[config.mk]
export PLATFORM = sky130hd
export DESIGN_NAME = cla_adder_pipe
export DESIGN_NICKNAME = d
export VERILOG_FILES = /design/src/rtl/adder_pkg.sv /design/src/rtl/cla_adder_pipe_group.sv /design/src/rtl/cla_adder_pipe.sv
export SDC_FILE = /design/constraint.sdc
export NUM_CORES = 1
export LEC_CHECK = 0
export ABC_AREA = 1
export ABC_CLOCK_PERIOD_IN_PS = 2000
export BUFFER_PORTS_ARGS = -buffer_cell sky130_fd_sc_hd__buf_2
export CORE_UTILIZATION = 50
export DETAILED_ROUTE_END_ITERATION = 8
export GPL_TIMING_DRIVEN = 0
export PLACE_DENSITY = 0.8
export REMOVE_ABC_BUFFERS = 1
export SLEW_MARGIN = 20
export SYNTH_ARGS = -nofsm -noshare
export SYNTH_HDL_FRONTEND = slang
export SYNTH_SLANG_ARGS = --single-unit
[constraint.sdc]
create_clock -name clk_i -period 2 [get_ports clk_i]
set_input_delay 0.3 -clock clk_i [delete_from_list [all_inputs] [get_ports clk_i]]
set_output_delay 0.3 -clock clk_i [all_outputs]
set_load 0.02 [all_outputs]
[src/rtl/adder_pkg.sv]
// Shared types and the generate/propagate combine operator for the
// carry-lookahead adder datapath.
package adder_pkg;

  localparam int DEFAULT_WIDTH = 32;
  localparam int DEFAULT_GROUP = 4;

  typedef struct packed {
    logic g;
    logic p;
  } gp_t;

  // Associative lookahead operator: hi spans the more significant bits
  function automatic gp_t gp_combine(input gp_t hi, input gp_t lo);
    gp_t r;
    r.g = hi.g | (hi.p & lo.g);
    r.p = hi.p & lo.p;
    return r;
  endfunction

endpackage

[src/rtl/cla_adder_pipe_group.sv]
// One GROUP-bit lookahead group: group G/P, per-bit sums and the carry
// entering the group's most significant bit.
module cla_group
  import adder_pkg::*;
#(
  parameter int GROUP = DEFAULT_GROUP
) (
  input  logic [GROUP-1:0] a,
  input  logic [GROUP-1:0] b_eff,
  input  logic             cin,
  output logic             grp_g,
  output logic             grp_p,
  output logic [GROUP-1:0] sum,
  output logic             c_msb
);

  logic [GROUP-1:0] g_s;
  logic [GROUP-1:0] p_s;
  logic [GROUP-1:0] c_s;
  logic             prop_s;
  gp_t              grp_s;

  assign g_s = a & b_eff;
  assign p_s = a ^ b_eff;

  // Bit carries as flat sum-of-products, no ripple through c_s
  always_comb begin
    c_s    = '0;
    prop_s = 1'b1;
    for (int i = 0; i < GROUP; i++) begin
      prop_s = 1'b1;
      c_s[i] = 1'b0;
      for (int j = i - 1; j >= 0; j--) begin
        c_s[i] = c_s[i] | (prop_s & g_s[j]);
        prop_s = prop_s & p_s[j];
      end
      c_s[i] = c_s[i] | (prop_s & cin);
    end
  end

  // Group generate/propagate folded from the bit terms
  always_comb begin
    grp_s = '{g: g_s[0], p: p_s[0]};
    for (int i = 1; i < GROUP; i++) begin
      grp_s = gp_combine('{g: g_s[i], p: p_s[i]}, grp_s);
    end
  end

  assign sum   = p_s ^ c_s;
  assign c_msb = c_s[GROUP-1];
  assign grp_g = grp_s.g;
  assign grp_p = grp_s.p;

endmodule

[src/rtl/cla_adder_pipe.sv]
// Two-stage pipelined carry-lookahead adder/subtractor with valid/ready on
// both sides and word-level G/P export for external cascading.
module cla_adder_pipe
  import adder_pkg::*;
#(
  parameter int WIDTH = DEFAULT_WIDTH,
  parameter int GROUP = DEFAULT_GROUP
) (
  input  logic             clk_i,
  input  logic             rst_ni,
  input  logic             valid_i,
  output logic             ready_o,
  input  logic [WIDTH-1:0] a_i,
  input  logic [WIDTH-1:0] b_i,
  input  logic             carry_i,
  input  logic             sub_i,
  output logic             valid_o,
  input  logic             ready_i,
  output logic [WIDTH-1:0] sum_o,
  output logic             carry_o,
  output logic             overflow_o,
  output logic             G_o,
  output logic             P_o
);

  localparam int NG = WIDTH / GROUP;

  if (GROUP < 1 || (WIDTH % GROUP) != 0) begin : g_bad_params
    $error("cla_adder_pipe: WIDTH must be a positive multiple of GROUP");
  end

  logic             s1_en_s;
  logic             s2_en_s;
  logic [WIDTH-1:0] b_eff_s;
  logic             cin_eff_s;
  logic [WIDTH-1:0] g_in_s;
  logic [WIDTH-1:0] p_in_s;
  logic [NG-1:0]    gg_in_s;
  logic [NG-1:0]    gp_in_s;
  gp_t              grp_acc_s;

  logic             s1_valid_r;
  logic [WIDTH-1:0] s1_g_r;
  logic [WIDTH-1:0] s1_p_r;
  logic [NG-1:0]    s1_gg_r;
  logic [NG-1:0]    s1_gp_r;
  logic             s1_cin_r;

  logic [NG:0]      c_s;
  logic             c_prop_s;
  logic [WIDTH-1:0] sum_s;
  logic [NG-1:0]    grp_g_s;
  logic [NG-1:0]    grp_p_s;
  logic [NG-1:0]    cmsb_s;
  gp_t              word_s;
  logic             unused_cmsb_s;

  logic             s2_valid_r;
  logic [WIDTH-1:0] s2_sum_r;
  logic             s2_carry_r;
  logic             s2_ovf_r;
  logic             s2_g_r;
  logic             s2_p_r;

  assign s2_en_s = !s2_valid_r | ready_i;
  assign s1_en_s = !s1_valid_r | s2_en_s;
  assign ready_o = s1_en_s;

  assign b_eff_s   = b_i ^ {WIDTH{sub_i}};
  assign cin_eff_s = sub_i ? 1'b1 : carry_i;
  assign g_in_s    = a_i & b_eff_s;
  assign p_in_s    = a_i ^ b_eff_s;

  // Stage-1 group G/P using the same combine operator as cla_group
  always_comb begin
    gg_in_s   = '0;
    gp_in_s   = '0;
    grp_acc_s = '{g: 1'b0, p: 1'b1};
    for (int k = 0; k < NG; k++) begin
      grp_acc_s = '{g: g_in_s[k*GROUP], p: p_in_s[k*GROUP]};
      for (int i = 1; i < GROUP; i++) begin
        grp_acc_s = gp_combine('{g: g_in_s[k*GROUP+i], p: p_in_s[k*GROUP+i]}, grp_acc_s);
      end
      gg_in_s[k] = grp_acc_s.g;
      gp_in_s[k] = grp_acc_s.p;
    end
  end

  // Stage-1 register: valid flag and lookahead terms, loaded on s1_en
  always_ff @(posedge clk_i or negedge rst_ni) begin
    if (!rst_ni) begin
      s1_valid_r <= 1'b0;
      s1_g_r     <= '0;
      s1_p_r     <= '0;
      s1_gg_r    <= '0;
      s1_gp_r    <= '0;
      s1_cin_r   <= 1'b0;
    end else if (s1_en_s) begin
      s1_valid_r <= valid_i;
      s1_g_r     <= g_in_s;
      s1_p_r     <= p_in_s;
      s1_gg_r    <= gg_in_s;
      s1_gp_r    <= gp_in_s;
      s1_cin_r   <= cin_eff_s;
    end
  end

  // Group carries as a flattened lookahead over the registered group terms
  always_comb begin
    c_s      = '0;
    c_prop_s = 1'b1;
    for (int k = 0; k <= NG; k++) begin
      c_prop_s = 1'b1;
      c_s[k]   = 1'b0;
      for (int j = k - 1; j >= 0; j--) begin
        c_s[k]   = c_s[k] | (c_prop_s & s1_gg_r[j]);
        c_prop_s = c_prop_s & s1_gp_r[j];
      end
      c_s[k] = c_s[k] | (c_prop_s & s1_cin_r);
    end
  end

  // g and p are disjoint, so a=g|p, b=g reproduces the original bit terms
  for (genvar k = 0; k < NG; k++) begin : g_grp
    cla_group #(.GROUP(GROUP)) u_grp (
      .a     (s1_g_r[k*GROUP +: GROUP] | s1_p_r[k*GROUP +: GROUP]),
      .b_eff (s1_g_r[k*GROUP +: GROUP]),
      .cin   (c_s[k]),
      .grp_g (grp_g_s[k]),
      .grp_p (grp_p_s[k]),
      .sum   (sum_s[k*GROUP +: GROUP]),
      .c_msb (cmsb_s[k])
    );
  end

  assign unused_cmsb_s = ^cmsb_s;

  // Word G/P from the group terms, independent of the carry-in
  always_comb begin
    word_s = '{g: grp_g_s[0], p: grp_p_s[0]};
    for (int k = 1; k < NG; k++) begin
      word_s = gp_combine('{g: grp_g_s[k], p: grp_p_s[k]}, word_s);
    end
  end

  // Stage-2 register drives the outputs directly
  always_ff @(posedge clk_i or negedge rst_ni) begin
    if (!rst_ni) begin
      s2_valid_r <= 1'b0;
      s2_sum_r   <= '0;
      s2_carry_r <= 1'b0;
      s2_ovf_r   <= 1'b0;
      s2_g_r     <= 1'b0;
      s2_p_r     <= 1'b0;
    end else if (s2_en_s) begin
      s2_valid_r <= s1_valid_r;
      s2_sum_r   <= sum_s;
      s2_carry_r <= c_s[NG];
      s2_ovf_r   <= cmsb_s[NG-1] ^ c_s[NG];
      s2_g_r     <= word_s.g;
      s2_p_r     <= word_s.p;
    end
  end

  assign valid_o    = s2_valid_r;
  assign sum_o      = s2_sum_r;
  assign carry_o    = s2_carry_r;
  assign overflow_o = s2_ovf_r;
  assign G_o        = s2_g_r;
  assign P_o        = s2_p_r;

endmodule

==> impl_results.md, run 1 <==
- Outcome: finished with violations
- Failing checks: negative setup slack
- Overall power: 8412 uW
- RSZ-0062 raised after global routing: true
- Clk pin slew, worst setup/hold paths: 0.06 ns
- Seq cells post-synth: 119
- Clock skew: 0.007752 ns
- Asr flop ratio synth: 100.0%
- DRT Pass-1 Iters: 8
- Antenna violations before repair: 0
- Initial Utilization: 51.16%
- Clock Power Share: 33.4%
- Final setup violation count: 1
- Total die area: 13370 um2
- Post-synth EDFFs: 0
- Worst Path Buf+Inv: 6
- Largest net degree at the start of global routing: 62
- Net Sw Frac: 34.13%
- Post-Syn Area: 6456 um2
- Crit path DAT: 1.73 ns
- Internal power: 5541 uW
- F_max: 492.5 MHz
- CTS tree: yes
- Worst Setup Start Kind: register
- Final Cell Area: 8088 um2
- Area growth from synthesis to layout: 25.27%
- Detailed Place HPWL: 10100 um
- Crit path capture type: output port
- Synth top area share: 46.12%
- Slew Viols, Final: 0
- Yosys top cell by area: dfrtp_1
- PortBufs: 107
- Crit-path cells: inv_2, nor2_4, clkbuf_16, clkinvlp_4, nor2_4, buf_12, inv_12, buf_8
- Via density per instance: 5.213
- Die width: 115.6 um
- Least-Margin Pin Slew: 1.016 ns
- Pleak: 0.004164 uW
- Worst Slack Setup Final: -0.03028 ns
- Placer congestion estimate: 0.8246
- P per Cell Area: 1040 nW/um2
- Final period utilization: 101.5%
- H-tree Lvls: 4
- Max VDD drop: 561.6 uV
- Number of antenna diodes: 0
- Crit path max fanout: 3
- CP max-delay cell: dfrtp_1
- Final #Nets: 1027
- Max-Cap Viols: 0
- Sequential share of power: 38.1%
- Cts bufs inserted: 17
- CP top delay family: buffers and inverters
- CP max stage delay: 0.35 ns
- Most frequent cell after synthesis: nand2_1
- Worst min path class: input pin to register
- Routed wire per std cell: 15.43 um
- Die height: 115.6 um
- DRC: 0
- GR Overflow Total: 0
- Library cells used by synthesis: 34
- Vias in the first global route: 5509
- Clk Latency, worst-skew pair: 0.42 ns
- Fillers: 1127
- Slew margin rel.: 32.29%
- DR vias: 5740
- Post-Place Setup Slack: -1.376 ns
- Row cnt: 41
- Boundary Pins: 108
- Most frequent cells after synthesis: nand2_1 (219), dfrtp_1 (119), o21ai_0 (77)
- Top cells by area, synth: dfrtp_1 (46%), nand2_1 (13%), ha_1 (7.8%), o21ai_0 (6.0%), xor2_1 (5.7%)
- CP Data Required Time: 1.70 ns
- Final Hold Fails: 0
- Psw: 2871 uW
- Critical path type: register to output port
- DRT iter0 DRCs: 421
- Syn avg cell area: 8.235 um2
- CTS Buffer Depth: 2
- Yosys warnings: 0
- WL final: 16980 um
- Sequential fraction of the synthesis area: 46.12%
- Total Routing Usage GR: 27.14%
- Placed Instance Area: 7193 um2
- Crit path time final: 2.030 ns
- First-pass GRT wire length: 26920 um
- Core area: 12620 um2
- Gate power share: 28.6%
- Top_reg_cell synth: dfrtp_1
- Antenna Nets Post-Route: 0
- Most frequent CP cell: nor2_4
- Clk sinks: 119
- Share of cells above drive strength 1: 21.31%
- Post-Synthesis Cells: 784
- Clock root cell: clkbuf_16
==> power groups by stage <==
stage	logic [uW]	registers [uW]	clock network, uW
after floorplan	1190	3470	0
after global placement	2140	3210	0
after detailed placement	2210	3220	0
after CTS	2370	3200	2830
after global routing	2690	3260	2950
final	2400	3200	2810
==> worst reg2reg max path, delay by kind of cell, from the launching register on <==
family | cells | cell delay, ns
DFF | 1 | 0.35
AOI/OAI and AO/OA | 1 | 0.06
and+or+nand+nor | 3 | 0.33
buffers and inverters | 6 | 1.06
==> cell type report <==
cell class	instances	area, um2	share of cell area, %
well taps	172	215.2	2.661
multi-input cells	568	3154	39.00
clock buffers	21	460.4	5.693
clock inverters	10	80.08	0.9901
repair buffers	134	873.3	10.80
repair inverters	4	33.78	0.4177
flip-flops and latches	119	2980	36.85
inverters	73	290.3	3.589
==> cell families (layout without fill, tap and decap cells) <==
group                    count (synthesis)  in the layout  share of synthesized area, %
adder cells (fa/ha/maj)                 40             40                         7.752
AO/OA/AOI/OAI                          132            132                         11.61
buffers and inverters                   99            242                         5.872
XOR/XNOR                                50             50                         6.783
AND/OR/NAND/NOR                        344            346                         21.86
flip-flops                             119            119                         46.12
==> per-layer routing <==
metal | routed length (um) | track usage (%)
met2 | 8228 | 45.35
met1 | 7452 | 35.15
met4 | 357 | 9.060
met5 | 0 | 0
met3 | 945 | 5.805
==> sequential cells by signal (all words and copies together), names as in the netlist <==
| signal | cells |
|---|---|
| valid_o | 1 |
| s1_gg_r | 8 |
| s1_gp_r | 8 |
| s1_cin_r | 1 |
| s1_g_r | 32 |
| P_o | 1 |
| sum_o | 32 |
| s1_valid_r | 1 |
| G_o | 1 |
| s1_p_r | 32 |
| overflow_o | 1 |
| carry_o | 1 |
==> repair_timing <==
| action | in CTS | in global routing |
|---|---|---|
| cloned | 8 | 0 |
| buffers inserted | 14 | 8 |
| setup endpoints to repair | 95 | 22 |
| resized for setup | 12 | 12 |
| hold endpoints to repair | 60 | 0 |
| pin swaps | 3 | 9 |
| hold buffers | 1 | 0 |
==> stage by stage <==
stage,util [%],hold WS (ns),instances,setup TNS [ns]
after floorplan,-,0.004409,758,-219.90
after global placement,56.28,0.4577,1037,-583.74
after detailed placement,57.00,0.3144,1040,-95.84
after CTS,63.38,0.06762,1093,-0.07936
after global routing,64.09,0.07534,1101,-0.1200
final,64.09,0.07443,1101,-0.03028
==> final timing paths <==
kind	start	end	slack (ns)	cells after the start
setup / recovery	valid_o	ready_o	-0.03	8
hold / removal	valid_i	s1_valid_r	0.07	2
setup reg to reg	valid_o	s1_gp_r[7]	0.12	10
hold reg to reg	sum_o[8]	sum_o[8]	0.47	2
max in group asynchronous	rst_ni	s1_cin_r	0.87	3
min in group asynchronous	rst_ni	s1_g_r[16]	0.43	2
==> cell usage in the layout (no fill, tap or decap), drive strengths merged, types with 2 or more instances in the layout <==
| cell | synthesis | routed |
|---|---|---|
| a21oi | 31 | 31 |
| a31oi | 5 | 5 |
| buf | 7 | 130 |
| bufbuf | 0 | 2 |
| clkbuf | 19 | 22 |
| clkinv | 0 | 7 |
| clkinvlp | 0 | 4 |
| dfrtp | 119 | 119 |
| ha | 40 | 40 |
| inv | 73 | 75 |
| nand2 | 224 | 224 |
| nand3 | 36 | 36 |
| nand4 | 5 | 5 |
| nor2 | 74 | 76 |
| nor3 | 3 | 3 |
| o211ai | 3 | 3 |
| o21ai | 79 | 79 |
| o21bai | 4 | 4 |
| o221ai | 4 | 4 |
| o22ai | 4 | 4 |
| xnor2 | 8 | 8 |
| xor2 | 42 | 42 |
(Power assumes the default switching activity.)
==> run 2: changes to the inputs <==
--- a/config.mk
+++ b/config.mk
@@ -11,9 +11,10 @@
 export CORE_UTILIZATION = 50
 export DETAILED_ROUTE_END_ITERATION = 8
 export GPL_TIMING_DRIVEN = 0
-export PLACE_DENSITY = 0.8
+export PLACE_DENSITY = 0.79
 export REMOVE_ABC_BUFFERS = 1
 export SLEW_MARGIN = 20
 export SYNTH_ARGS = -nofsm -noshare
 export SYNTH_HDL_FRONTEND = slang
+export SYNTH_HIERARCHICAL = 1
 export SYNTH_SLANG_ARGS = --single-unit
==> impl_results.md, run 2 <==
- PortBufs: 107
- CTS Buffer Depth: 2
- First-pass GRT wire length: 28510 um
- Library cells used by synthesis: 29
- Clk sinks: 119
- Critical path type: register to register
- Top cells by area, synth: dfrtp_1 (42%), nand2_1 (15%), ha_1 (11%), xor2_1 (4.9%), inv_1 (4.4%)
- DRC: 0
- DRT iter0 DRCs: 448
- Detailed Place HPWL: 10910 um
- RSZ-0062 raised after global routing: true
- Antenna Nets Post-Route: 0
- Worst Path Buf+Inv: 0
- Most frequent cell after synthesis: nand2_1
- Cts bufs inserted: 17
- Crit-path cells: or2_4, ha_4, or2_1, nand2_2, o21bai_1, nand3_1, nand3_1, nand2_1, nand2_1, nand2_1, nand3_1, nand2_1, nand2_1, nand2_1, a21oi_2
- CP max-delay cell: dfrtp_1
- Clock root cell: clkbuf_16
- Largest net degree at the start of global routing: 73
- GR Overflow Total: 0
- Failing checks: negative setup slack
- WP depth: 15
- Routed wire per std cell: 15.02 um
- R2r worst-path depth: 15
- Total Routing Usage GR: 25.20%
- Share of cells above drive strength 1: 22.31%
- Reg area: 2980 um2
- Placer congestion estimate: 0.7974
- Final period utilization: 105.5%
- Clk pin slew, worst setup/hold paths: 0.05 ns
- Fin cells: 1193
- CP Data Required Time: 2.34 ns
- WL final: 17910 um
- P per Cell Area: 1103 nW/um2
- Crit path time final: 2.109 ns
- Pleak: 0.004711 uW
- Final setup violation count: 3
- Area of the multi-input gates: 3902 um2
- Final #Nets: 1145
- Max VDD drop: 602.0 uV
- CP top delay family: simple AND/OR/NAND/NOR gates
- CTS tree: yes
- Post-Syn Area: 7164 um2
- Post-Place Setup Slack: -1.487 ns
- Antenna violations before repair: 0
- R2r endpoint: G_o
- Slew margin rel.: 32.63%
- H-tree Lvls: 4
- Worst reg2reg setup slack: -0.11 ns
- Worst Slack Setup Final: -0.1094 ns
- Die width: 121.7 um
- Syn avg cell area: 8.197 um2
- Worst Setup Start Kind: register
- Top_reg_cell synth: dfrtp_1
- Post-synth EDFFs: 0
- Boundary Pins: 108
- Initial Utilization: 51.41%
- Final Hold Fails: 0
- Area growth from synthesis to layout: 22.63%
- Fin util: 63.05%
- Dpl cells: 1137
- Sequential fraction of the synthesis area: 41.56%
- Least-Margin Pin Slew: 1.011 ns
- Asr flop ratio synth: 100.0%
- Post-Synthesis Cells: 874
- Core area: 13930 um2
- Most used cells in the layout excluding fill and tap cells: nand2_1 (282), dfrtp_1 (117), buf_2 (105)
- Max-Cap Viols: 0
- Total die area: 14810 um2
- Crit path max fanout: 3
- Crit path DAT: 2.45 ns
- Worst r2r src: s1_p_r[2]
- Crit path to: G_o
- Synth top area share: 41.56%
- Most frequent CP cell: nand2_1
- DRT Pass-1 Iters: 5
- Final setup TNS: -0.1560 ns
- Via density per instance: 5.263
- Fillers: 1147
- Seq cells post-synth: 119
- Number of antenna diodes: 0
- Clock skew: 0.008613 ns
- Outcome: finished with violations
- Setup crit start: s1_p_r[2]
- DR vias: 6279
- Die height: 121.7 um
- Most common cell after layout, fill and taps aside: nand2_1
- Yosys warnings: 6
- Vias in the first global route: 6030
- Slew Viols, Final: 0
- Most frequent cells after synthesis: nand2_1 (286), dfrtp_1 (119), inv_1 (84)
- Row cnt: 43
- Yosys top cell by area: dfrtp_1
- Clk Latency, worst-skew pair: 0.41 ns
- Crit path capture type: register
- CP max stage delay: 0.38 ns
- Worst min path class: input pin to register
- F_max: 474.1 MHz
run 2: changes by cell type in the layout (fill, tap and decap cells not counted), sizes merged, moves of 4 or more:
| cell | delta |
|---|---|
| a31oi | -4 |
| clkinvlp | -4 |
| fa | +8 |
| ha | +24 |
| inv | +13 |
| nand2 | +88 |
| nand3 | +17 |
| nand3b | +6 |
| nand4 | +5 |
| nor2 | -50 |
| o21ai | -19 |
| o21bai | +6 |
| or2 | +16 |
| xnor2 | -8 |
run 2: repair_timing:
| action | CTS | global route |
|---|---|---|
| endpoints found under the setup margin | 118 | 13 |
| pin swaps | 12 | 22 |
| hold endpoints to repair | 47 | 0 |
| buffers inserted | 12 | 10 |
| resized for setup | 29 | 18 |
| hold buffers | 1 | 0 |
| gates cloned | 4 | 1 |
run 2: final cells by class:
cell class	instances	share of cell area, %
clock inverters	4	0.5127
well taps	180	2.563
multi-input cells	645	44.42
flip-flops and latches	119	33.92
repair inverters	3	0.2706
repair buffers	131	8.673
clock buffers	25	5.639
inverters	86	4.002
run 2: worst min-delay path by stage:
stage          cells after the start         end     start  slack [ns]
2_1_floorplan                      0         G_o    rst_ni       0.004
3_3_place_gp                       2    sum_o[5]  sum_o[5]        0.46
3_5_place_dp                       1   s1_p_r[1]    rst_ni        0.27
4_1_cts                            2  s1_valid_r   valid_i        0.07
5_1_grt                            2  s1_valid_r   valid_i        0.07
6_report                           2  s1_valid_r   valid_i        0.08
run 2: where the power goes:
part | internal, uW | leakage (uW) | switching, uW
logic | 1380 | 0.00297 | 2240
registers | 2960 | 0.00147 | 297
clock network | 1810 | 0.000269 | 1010
run 2: routing by layer:
metal	GRT usage, %	vias to the layer above	wire length (um)
li1	-	3075	-
met1	31.59	2956	7699
met2	42.72	204	8753
met3	4.307	44	925
met4	10.96	0	535
met5	0	-	0
run 2: metrics by stage:
stage	cell area [um2]	total power, uW	hold slack, ns
floorplan	7038	5556	0.004409
global placement	7799	6409	0.4583
detailed placement	7855	6527	0.2691
CTS	8635	9560	0.07028
global route	8786	10330	0.07227
finish	8786	9692	0.08124
run 2: cell families after synthesis:
family | after synthesis | share of synthesized area (%)
AO/OA/AOI/OAI | 108 | 8.226
AND/OR/NAND/NOR | 423 | 25.64
adder cells (fa/ha/maj) | 72 | 13.41
XOR/XNOR | 40 | 4.890
flip-flops | 119 | 41.56
buffers and inverters | 112 | 6.270
==> run 3: changes to the inputs <==
--- a/config.mk
+++ b/config.mk
@@ -8,6 +8,7 @@
 export ABC_AREA = 1
 export ABC_CLOCK_PERIOD_IN_PS = 2000
 export BUFFER_PORTS_ARGS = -buffer_cell sky130_fd_sc_hd__buf_2
+export CORE_ASPECT_RATIO = 0.9
 export CORE_UTILIZATION = 50
 export DETAILED_ROUTE_END_ITERATION = 8
 export GPL_TIMING_DRIVEN = 0
==> impl_results.md, run 3 (synthesized netlist as in run 2, its figures left out) <==
- Total die area: 14810 um2
- Critical path type: register to register
- WL final: 19040 um
- Crit path DAT: 2.40 ns
- Clk pin slew, worst setup/hold paths: 0.05 ns
- HP Start: valid_i
- RSZ-0062 raised after global routing: true
- Worst Path Buf+Inv: 0
- Net Sw Frac: 35.51%
- Worst Setup Start Kind: register
- Post-Place Setup Slack: -1.570 ns
- Worst min path class: input pin to register
- Core area: 14000 um2
- Worst hold slack: 0.07878 ns
- Slew Viols, Final: 0
- DR vias: 6358
- Fillers: 1139
- GR Overflow Total: 0
- Vias in the first global route: 5871
- Largest net degree at the start of global routing: 70
- Die width: 128.2 um
- Final setup TNS: -0.2553 ns
- Internal power: 6709 uW
- Final period utilization: 104.8%
- Antenna violations before repair: 0
- First-pass GRT wire length: 28920 um
- Worst Slack Setup Final: -0.09571 ns
- Crit-path cells: a21oi_4, nand2_2, a21oi_2, nand3_2, nand2_2, nand2_2, a21o_1, fa_2, xor2_1, nand2_1, nand2_1
- Final #Nets: 1166
- Psw: 3695 uW
- Row cnt: 41
- Antenna Nets Post-Route: 0
- P per Cell Area: 1135 nW/um2
- Die height: 115.6 um
- PortBufs: 107
- CP max-delay cell: dfrtp_2
- Pleak: 0.004870 uW
- Slew margin rel.: 32.74%
- Dpl cells: 1150
- Boundary Pins: 108
- Initial Utilization: 51.16%
- Cts bufs inserted: 17
- DRT Pass-1 Iters: 5
- Final Hold Fails: 0
- Most frequent CP cell: nand2_2
- Most used cells in the layout excluding fill and tap cells: nand2_1 (282), dfrtp_1 (117), buf_2 (105)
- Placer congestion estimate: 0.8026
- Clock Power Share: 32.2%
- Clk sinks: 119
- Gate power share: 36.6%
- Crit path time final: 2.096 ns
- Total Routing Usage GR: 25.73%
- DRC: 0
- Via density per instance: 5.169
- Clock root cell: clkbuf_16
- Routed wire per std cell: 15.48 um
- Detailed Place HPWL: 10640 um
- CTS Buffer Depth: 2
- Max VDD drop: 627.5 uV
- Setup crit start: s1_gp_r[4]
- Clk Latency, worst-skew pair: 0.41 ns
- Final setup violation count: 6
- Number of antenna diodes: 0
- Sequential share of power: 31.3%
- CP top delay family: compound AO/OA/AOI/OAI gates
- Outcome: finished with violations
- Fin cells: 1230
- Least-Margin Pin Slew: 1.009 ns
- Crit path max fanout: 4
- Fin util: 65.47%
- F_max: 477.2 MHz
- Area growth from synthesis to layout: 27.98%
- Crit path capture type: register
- Most common cell after layout, fill and taps aside: nand2_1
- Clock skew: 0.004768 ns
- CP max stage delay: 0.45 ns
- CTS tree: yes
- Share of cells above drive strength 1: 25.46%
- Failing checks: negative setup slack
- H-tree Lvls: 4
- Max-Cap Viols: 0
- DRT iter0 DRCs: 447
- CP Data Required Time: 2.31 ns
- Worst r2r src: s1_gp_r[4]
-- run 3: changes by cell type in the layout (fill, tap and decap cells not counted), sizes merged --
cell,change
inv,+1
bufinv,+3
clkinvlp,+1
buf,+19
-- run 3: repair_timing --
item / in CTS / in global routing
resized for setup: 43 / 19
hold buffers: 1 / 0
endpoints found under the hold margin: 68 / 0
setup endpoints to repair: 118 / 12
pin swaps: 24 / 20
setup buffers: 24 / 17
gates cloned: 4 / 3
-- run 3: area by class of cell --
class,instances,area [um2],area share [%]
Timing Repair Buffer,150,904.6,9.866
Inverter,86,361.6,3.944
Sequential cell,119,2980,32.51
Clock buffer,25,515.5,5.622
Multi-Input combinational cell,645,3981,43.42
Tap cell,193,241.5,2.634
Timing Repair inverter,5,46.29,0.5049
Clock inverter,7,137.6,1.501
-- run 3: worst register-to-register path: stages (launching register included) --
cell	delay (ns)
dfrtp_2	0.45
a21oi_4	0.20
nand2_2	0.08
a21oi_2	0.14
nand3_2	0.14
nand2_2	0.09
nand2_2	0.05
a21o_1	0.19
fa_2	0.35
xor2_1	0.17
nand2_1	0.08
nand2_1	0.04
-- run 3: per-stage QoR --
stage                     cell area [um2]  total power, uW
after floorplan                      7038             5556
after global placement               7815             6411
after detailed placement             7871             6519
after CTS                            8926            10200
after global routing                 9169            11030
final                                9169            10400
-- run 3: layer usage --
metal,track usage (%),share of wire (%),vias up
li1,-,-,3121
met1,32.51,43,3017
met2,44.75,50,190
met3,4.755,5.1,30
met4,8.627,1.7,0
met5,0,0,-
-- run 3: final timing paths --
check / end / slack [ns] / depth (start not counted)
min reg2reg: sum_o[26] / 0.47 / 2
max in group asynchronous: s1_gp_r[4] / 0.84 / 3
min: s1_valid_r / 0.08 / 2
min in group asynchronous: s1_g_r[24] / 0.45 / 2
max reg2reg: sum_o[29] / -0.1 / 11
max: sum_o[29] / -0.1 / 11
-- run 3: power by group through the flow --
stage	sequential (uW)	clock [uW]	combinational (uW)
floorplan	3620	0	1940
global placement	3250	0	3160
detailed placement	3270	0	3250
CTS	3240	3380	3580
global route	3310	3490	4220
finish	3250	3350	3800
